==> config.mk <==
export PLATFORM = sky130hd
export DESIGN_NAME = rgb_pwm_decoder
export DESIGN_NICKNAME = d
export VERILOG_FILES = /design/src/rtl/rgb_pwm_decoder.sv
export SDC_FILE = /design/constraint.sdc
export NUM_CORES = 1
export LEC_CHECK = 0
export ABC_CLOCK_PERIOD_IN_PS = 3100
export BUFFER_PORTS_ARGS = -buffer_cell sky130_fd_sc_hd__buf_2
export CAP_MARGIN = 20
export CORE_ASPECT_RATIO = 1.2
export CORE_MARGIN = 2
export CORE_UTILIZATION = 30
export CTS_BUF_LIST = sky130_fd_sc_hd__clkbuf_8
export CTS_CLUSTER_SIZE = 8
export DETAILED_ROUTE_END_ITERATION = 8
export GPL_TIMING_DRIVEN = 0
export SYNTH_ARGS = -nofsm -noshare
export SYNTH_HDL_FRONTEND = slang
export SYNTH_SLANG_ARGS = --single-unit
==> constraint.sdc <==
create_clock -name CLK -period 3.1 [get_ports CLK]
set_input_delay 0.31 -clock CLK [delete_from_list [all_inputs] [get_ports CLK]]
set_output_delay 0.31 -clock CLK [all_outputs]
set_load 0.02 [all_outputs]
==> src/rtl/rgb_pwm_decoder.sv <==
// rgb_pwm_decoder: recovers three PWM intensities once per frame window
// and presents them on a ready/valid interface.

module rgb_pwm_chan #(
    parameter int PWM_BITS    = 4,
    parameter int SLOT_CYCLES = 512,
    parameter int SYNC_STAGES = 2
) (
    input  logic                CLK,
    input  logic                RST,
    input  logic                i_pwm_n,
    input  logic                i_win_end,
    output logic [PWM_BITS-1:0] o_level
);

    localparam int WINDOW = (2 ** PWM_BITS) * SLOT_CYCLES;
    localparam int CW     = $clog2(WINDOW);
    localparam int AW     = CW + 1;
    localparam int SB     = $clog2(SLOT_CYCLES);
    localparam int HALF   = SLOT_CYCLES / 2;

    localparam logic [PWM_BITS-1:0] MAXV = '1;

    logic [SYNC_STAGES-1:0] r_sync;
    logic [AW-1:0]          r_acc;
    logic                   w_active;
    logic [AW-1:0]          w_total;
    logic [AW-1:0]          w_round;
    logic [AW-1:0]          w_quot;

    // Synchronise the asynchronous line; idle (high) out of reset
    always_ff @(posedge CLK) begin
        if (RST) begin
            r_sync <= '1;
        end else begin
            r_sync <= {r_sync[SYNC_STAGES-2:0], i_pwm_n};
        end
    end

    assign w_active = ~r_sync[SYNC_STAGES-1];
    assign w_total  = r_acc + AW'(w_active);
    assign w_round  = w_total + AW'(HALF);
    assign w_quot   = w_round >> SB;

    // Count active cycles; restart at every window end
    always_ff @(posedge CLK) begin
        if (RST || i_win_end) begin
            r_acc <= '0;
        end else begin
            r_acc <= w_total;
        end
    end

    // Round to nearest slot count, clamp a full window to the max level
    always_comb begin
        o_level = w_quot[PWM_BITS-1:0];
        if (w_quot > {{(AW-PWM_BITS){1'b0}}, MAXV}) begin
            o_level = MAXV;
        end
    end

endmodule

module rgb_pwm_decoder #(
    parameter int PWM_BITS    = 4,
    parameter int SLOT_CYCLES = 512,
    parameter int SYNC_STAGES = 2
) (
    input  logic                CLK,
    input  logic                RST,
    input  logic                PWM_R,
    input  logic                PWM_G,
    input  logic                PWM_B,
    output logic [PWM_BITS-1:0] R_INT,
    output logic [PWM_BITS-1:0] G_INT,
    output logic [PWM_BITS-1:0] B_INT,
    output logic                VALID,
    input  logic                READY,
    output logic                CHANGED,
    output logic                OVERRUN
);

    localparam int WINDOW = (2 ** PWM_BITS) * SLOT_CYCLES;
    localparam int CW     = $clog2(WINDOW);

    localparam logic [CW-1:0] LAST = '1;

    logic [CW-1:0]       r_cnt;
    logic                w_win_end;
    logic [PWM_BITS-1:0] w_r;
    logic [PWM_BITS-1:0] w_g;
    logic [PWM_BITS-1:0] w_b;
    logic                w_diff;

    assign w_win_end = (r_cnt == LAST);

    // Free-running window counter; wraps naturally at WINDOW
    always_ff @(posedge CLK) begin
        if (RST) begin
            r_cnt <= '0;
        end else begin
            r_cnt <= r_cnt + CW'(1);
        end
    end

    rgb_pwm_chan #(
        .PWM_BITS    (PWM_BITS),
        .SLOT_CYCLES (SLOT_CYCLES),
        .SYNC_STAGES (SYNC_STAGES)
    ) u_r (
        .CLK       (CLK),
        .RST       (RST),
        .i_pwm_n   (PWM_R),
        .i_win_end (w_win_end),
        .o_level   (w_r)
    );

    rgb_pwm_chan #(
        .PWM_BITS    (PWM_BITS),
        .SLOT_CYCLES (SLOT_CYCLES),
        .SYNC_STAGES (SYNC_STAGES)
    ) u_g (
        .CLK       (CLK),
        .RST       (RST),
        .i_pwm_n   (PWM_G),
        .i_win_end (w_win_end),
        .o_level   (w_g)
    );

    rgb_pwm_chan #(
        .PWM_BITS    (PWM_BITS),
        .SLOT_CYCLES (SLOT_CYCLES),
        .SYNC_STAGES (SYNC_STAGES)
    ) u_b (
        .CLK       (CLK),
        .RST       (RST),
        .i_pwm_n   (PWM_B),
        .i_win_end (w_win_end),
        .o_level   (w_b)
    );

    // The outputs only move on a load, so they hold the last-loaded triple
    assign w_diff = ({w_r, w_g, w_b} != {R_INT, G_INT, B_INT});

    // Load at window end, drop VALID on transfer, flag lost triples
    always_ff @(posedge CLK) begin
        if (RST) begin
            R_INT   <= '0;
            G_INT   <= '0;
            B_INT   <= '0;
            VALID   <= 1'b0;
            CHANGED <= 1'b0;
            OVERRUN <= 1'b0;
        end else if (w_win_end) begin
            R_INT   <= w_r;
            G_INT   <= w_g;
            B_INT   <= w_b;
            VALID   <= 1'b1;
            CHANGED <= w_diff;
            if (VALID && !READY) begin
                OVERRUN <= 1'b1;
            end
        end else if (VALID && READY) begin
            VALID <= 1'b0;
        end
    end

endmodule

==> results.ini <==
[yosys]
synth_edf_count=0
ys_ff_latch=76
yosys_warnings=0
mappedNetlistNets=446
synthFlopType=dfxtp_1
syn_area_um2=3770
synth_area_per_cell_um2=8.78
yosysSeqAreaShare=0.403
synth_cell_types=54
async_reset_ff_frac=0
synth_cells=430

[timing]
setup_ws_ps=284
finalSetupViolCount=0
grt_setup_unrepaired=no
finClkSkew_ps=7.43
fmax_mhz=355
hold-worst-slack_ps=132
slew_headroom=0.445
finalSetupTns_ps=0
final-max-slew-violation-count=0
tightest_slew_ps=827
finalHoldViolCount=0
fin_crit_sh=0.908
layout_min_cycle_time_ps=2820

[clocking]
cts_root_buffer=clkbuf_8
holdBufCountCts=0
post-cts-setup-buffers=0
clock_path_buffers=2
cts_htree_levels=3
tritoncts=done
clk_pin_slew_ps=80
clock_latency_ps=350
numCtsBuffers=9
clock_sinks=76

[floorplanning]
die_w_um=106
start_util=0.310
ios=21
placementRows=44
die_height_um=127
dieArea_um2=13500
core_area_um2=12200

[global_route]
grt_pass1_vias=2873
grt_pass1_wl_mm=13.0
antenna_found_initial=0
grt_usage=0.119
grt_max_degree=13
grt-ovfl-total=0

[critical_path]
startpoint_type=flip-flop
arrival_ps=3060
crit_required_ps=3350
reg2regPathDepth=13
endpoint_kind=flip-flop
crit_path_max_fanout=8
path_class=reg2reg
r2r_slack_ps=280

[route]
via_count=3004
dr_wl_met2_mm=3.73
drt_iter0_drc=137
highest_layer=met4
drt-met1-wl_mm=3.39
detail-route-antenna-nets=0
wl_met3_um=228
vias_per_cell=4.80
first_pass_iters=4
wl_per_cell_um=12.0
drc=0
totalWireLength_mm=7.54

[layout]
final_cells=626
final_nets=476
fin_area_um2=4340
antenna_cells=0
area_growth_pct=15.1
layout-drive-gt1-share=0.127
final_cell_mix=dfxtp_1 (76), nor2_1 (69), xnor2_1 (33)
mostFrequentLayoutCell=dfxtp_1

[placed_design]
numPortBuffers=19
place_hpwl_mm=5.66
gp_congestion=0.777
dp_cells=610
pre_cts_slack_ps=184
place_area_um2=4070

[status]
status=completed

[pwr]
combPwrFrac=0.018
power_density_nw_per_um2=449
power_switching_mw=0.378
clkPwrFrac=0.474
leakagePower_nw=1.65
p_sw_frac=0.194
internal_power_mw=1.57
ir_drop_uv=309
p_seq_frac=0.508

[run]
max_cap_viol_count=0

[worst_hold_path]
holdPathStages=2
min_path_type=in2reg

-- per-layer routing --
metal  vias to the layer above  global-route usage
li1                       1540                   -
met1                      1406               0.140
met2                        42               0.203
met3                        16              0.0257
met4                         0              0.0573
met5                         -                   0
-- cells by family after synthesis --
kind of cell | share of synthesized area
buffers and inverters | 0.0235
adders and majority gates | 0.0332
AOI/OAI and AO/OA | 0.0786
and+or+nand+nor | 0.304
xor gates and xnor gates | 0.155
muxes | 0.00265
DFF | 0.403
-- cell usage after synthesis (3+ instances only) --
cell      count  share of area
dfxtp_1      76           0.40
nor2_1       69          0.069
xnor2_1      33          0.077
xor2_1       32          0.074
nand2_1      27          0.027
nand3_1      20          0.027
and2_1       19          0.031
nand4_1      16          0.027
nor3_1       16          0.021
inv_1        12          0.012
ha_1         10          0.033
a21oi_1       9          0.012
clkbuf_1      9         0.0090
and3_1        7          0.012
or2_2         7          0.012
nor4_1        6         0.0099
and4_1        5          0.012
nand2b_1      5         0.0083
nor2b_1       4         0.0066
o21ai_0       4         0.0053
a211oi_1      3         0.0060
o22ai_1       3         0.0050
-- sequential cells by signal (all words and copies together) (netlist names) --
signal,flops
OVERRUN,1
CHANGED,1
u_r.r_acc,14
u_b.r_sync,2
B_INT,4
R_INT,4
u_g.r_sync,2
G_INT,4
u_g.r_acc,14
u_b.r_acc,14
r_cnt,13
u_r.r_sync,2
VALID,1
-- worst max-delay path, stage by stage, from the launching register on --
cell	delay, ps
dfxtp_1	320
inv_1	40
ha_1	230
ha_1	190
clkbuf_1	180
nand3b_1	230
nor4_1	310
a311oi_2	130
nor3_2	250
xnor2_1	150
a221oi_1	250
a21o_1	130
and4_4	220
a31oi_2	70
-- final timing paths --
path            startpoint       endpoint
max          u_r.r_sync[1]        CHANGED
min                  PWM_G  u_g.r_sync[0]
max reg2reg  u_r.r_sync[1]        CHANGED
min reg2reg  u_r.r_sync[0]  u_r.r_sync[1]
-- layout make-up --
| type | instances | area (um^2) |
|---|---|---|
| fill | 1244 | 7830 |
| multi-input combinational | 331 | 2180 |
| sequential | 76 | 1520 |
| tap | 161 | 201 |
| clock buffer | 11 | 151 |
| clock inverter | 5 | 98.8 |
| timing repair buffer | 19 | 95.1 |
| inverter | 12 | 45.0 |
| buffer | 11 | 43.8 |
-- repair_timing --
| item | 4_1_cts | 5_1_grt |
|---|---|---|
| endpoints found under the setup margin | 0 | 2 |
| gates resized for setup | 0 | 4 |
| hold endpoints to repair | 0 | 0 |
-- power groups by stage --
stage / combinational (mW) / sequential (mW) / clock (mW)
after global routing: 0.0416 / 0.992 / 0.990
after detailed placement: 0.0374 / 1.01 / 0
after CTS: 0.0376 / 0.991 / 0.953
final: 0.0359 / 0.991 / 0.924
after floorplan: 0.0248 / 1.01 / 0
after global placement: 0.0360 / 1.01 / 0
-- metrics by stage --
stage | power (mW) | utilization
global placement | 1.05 | 0.335
global route | 2.02 | 0.357
CTS | 1.98 | 0.355
detailed placement | 1.05 | 0.335
floorplan | 1.04 | -
finish | 1.95 | 0.357
No activity file was read; power rests on OpenSTA's default activity.
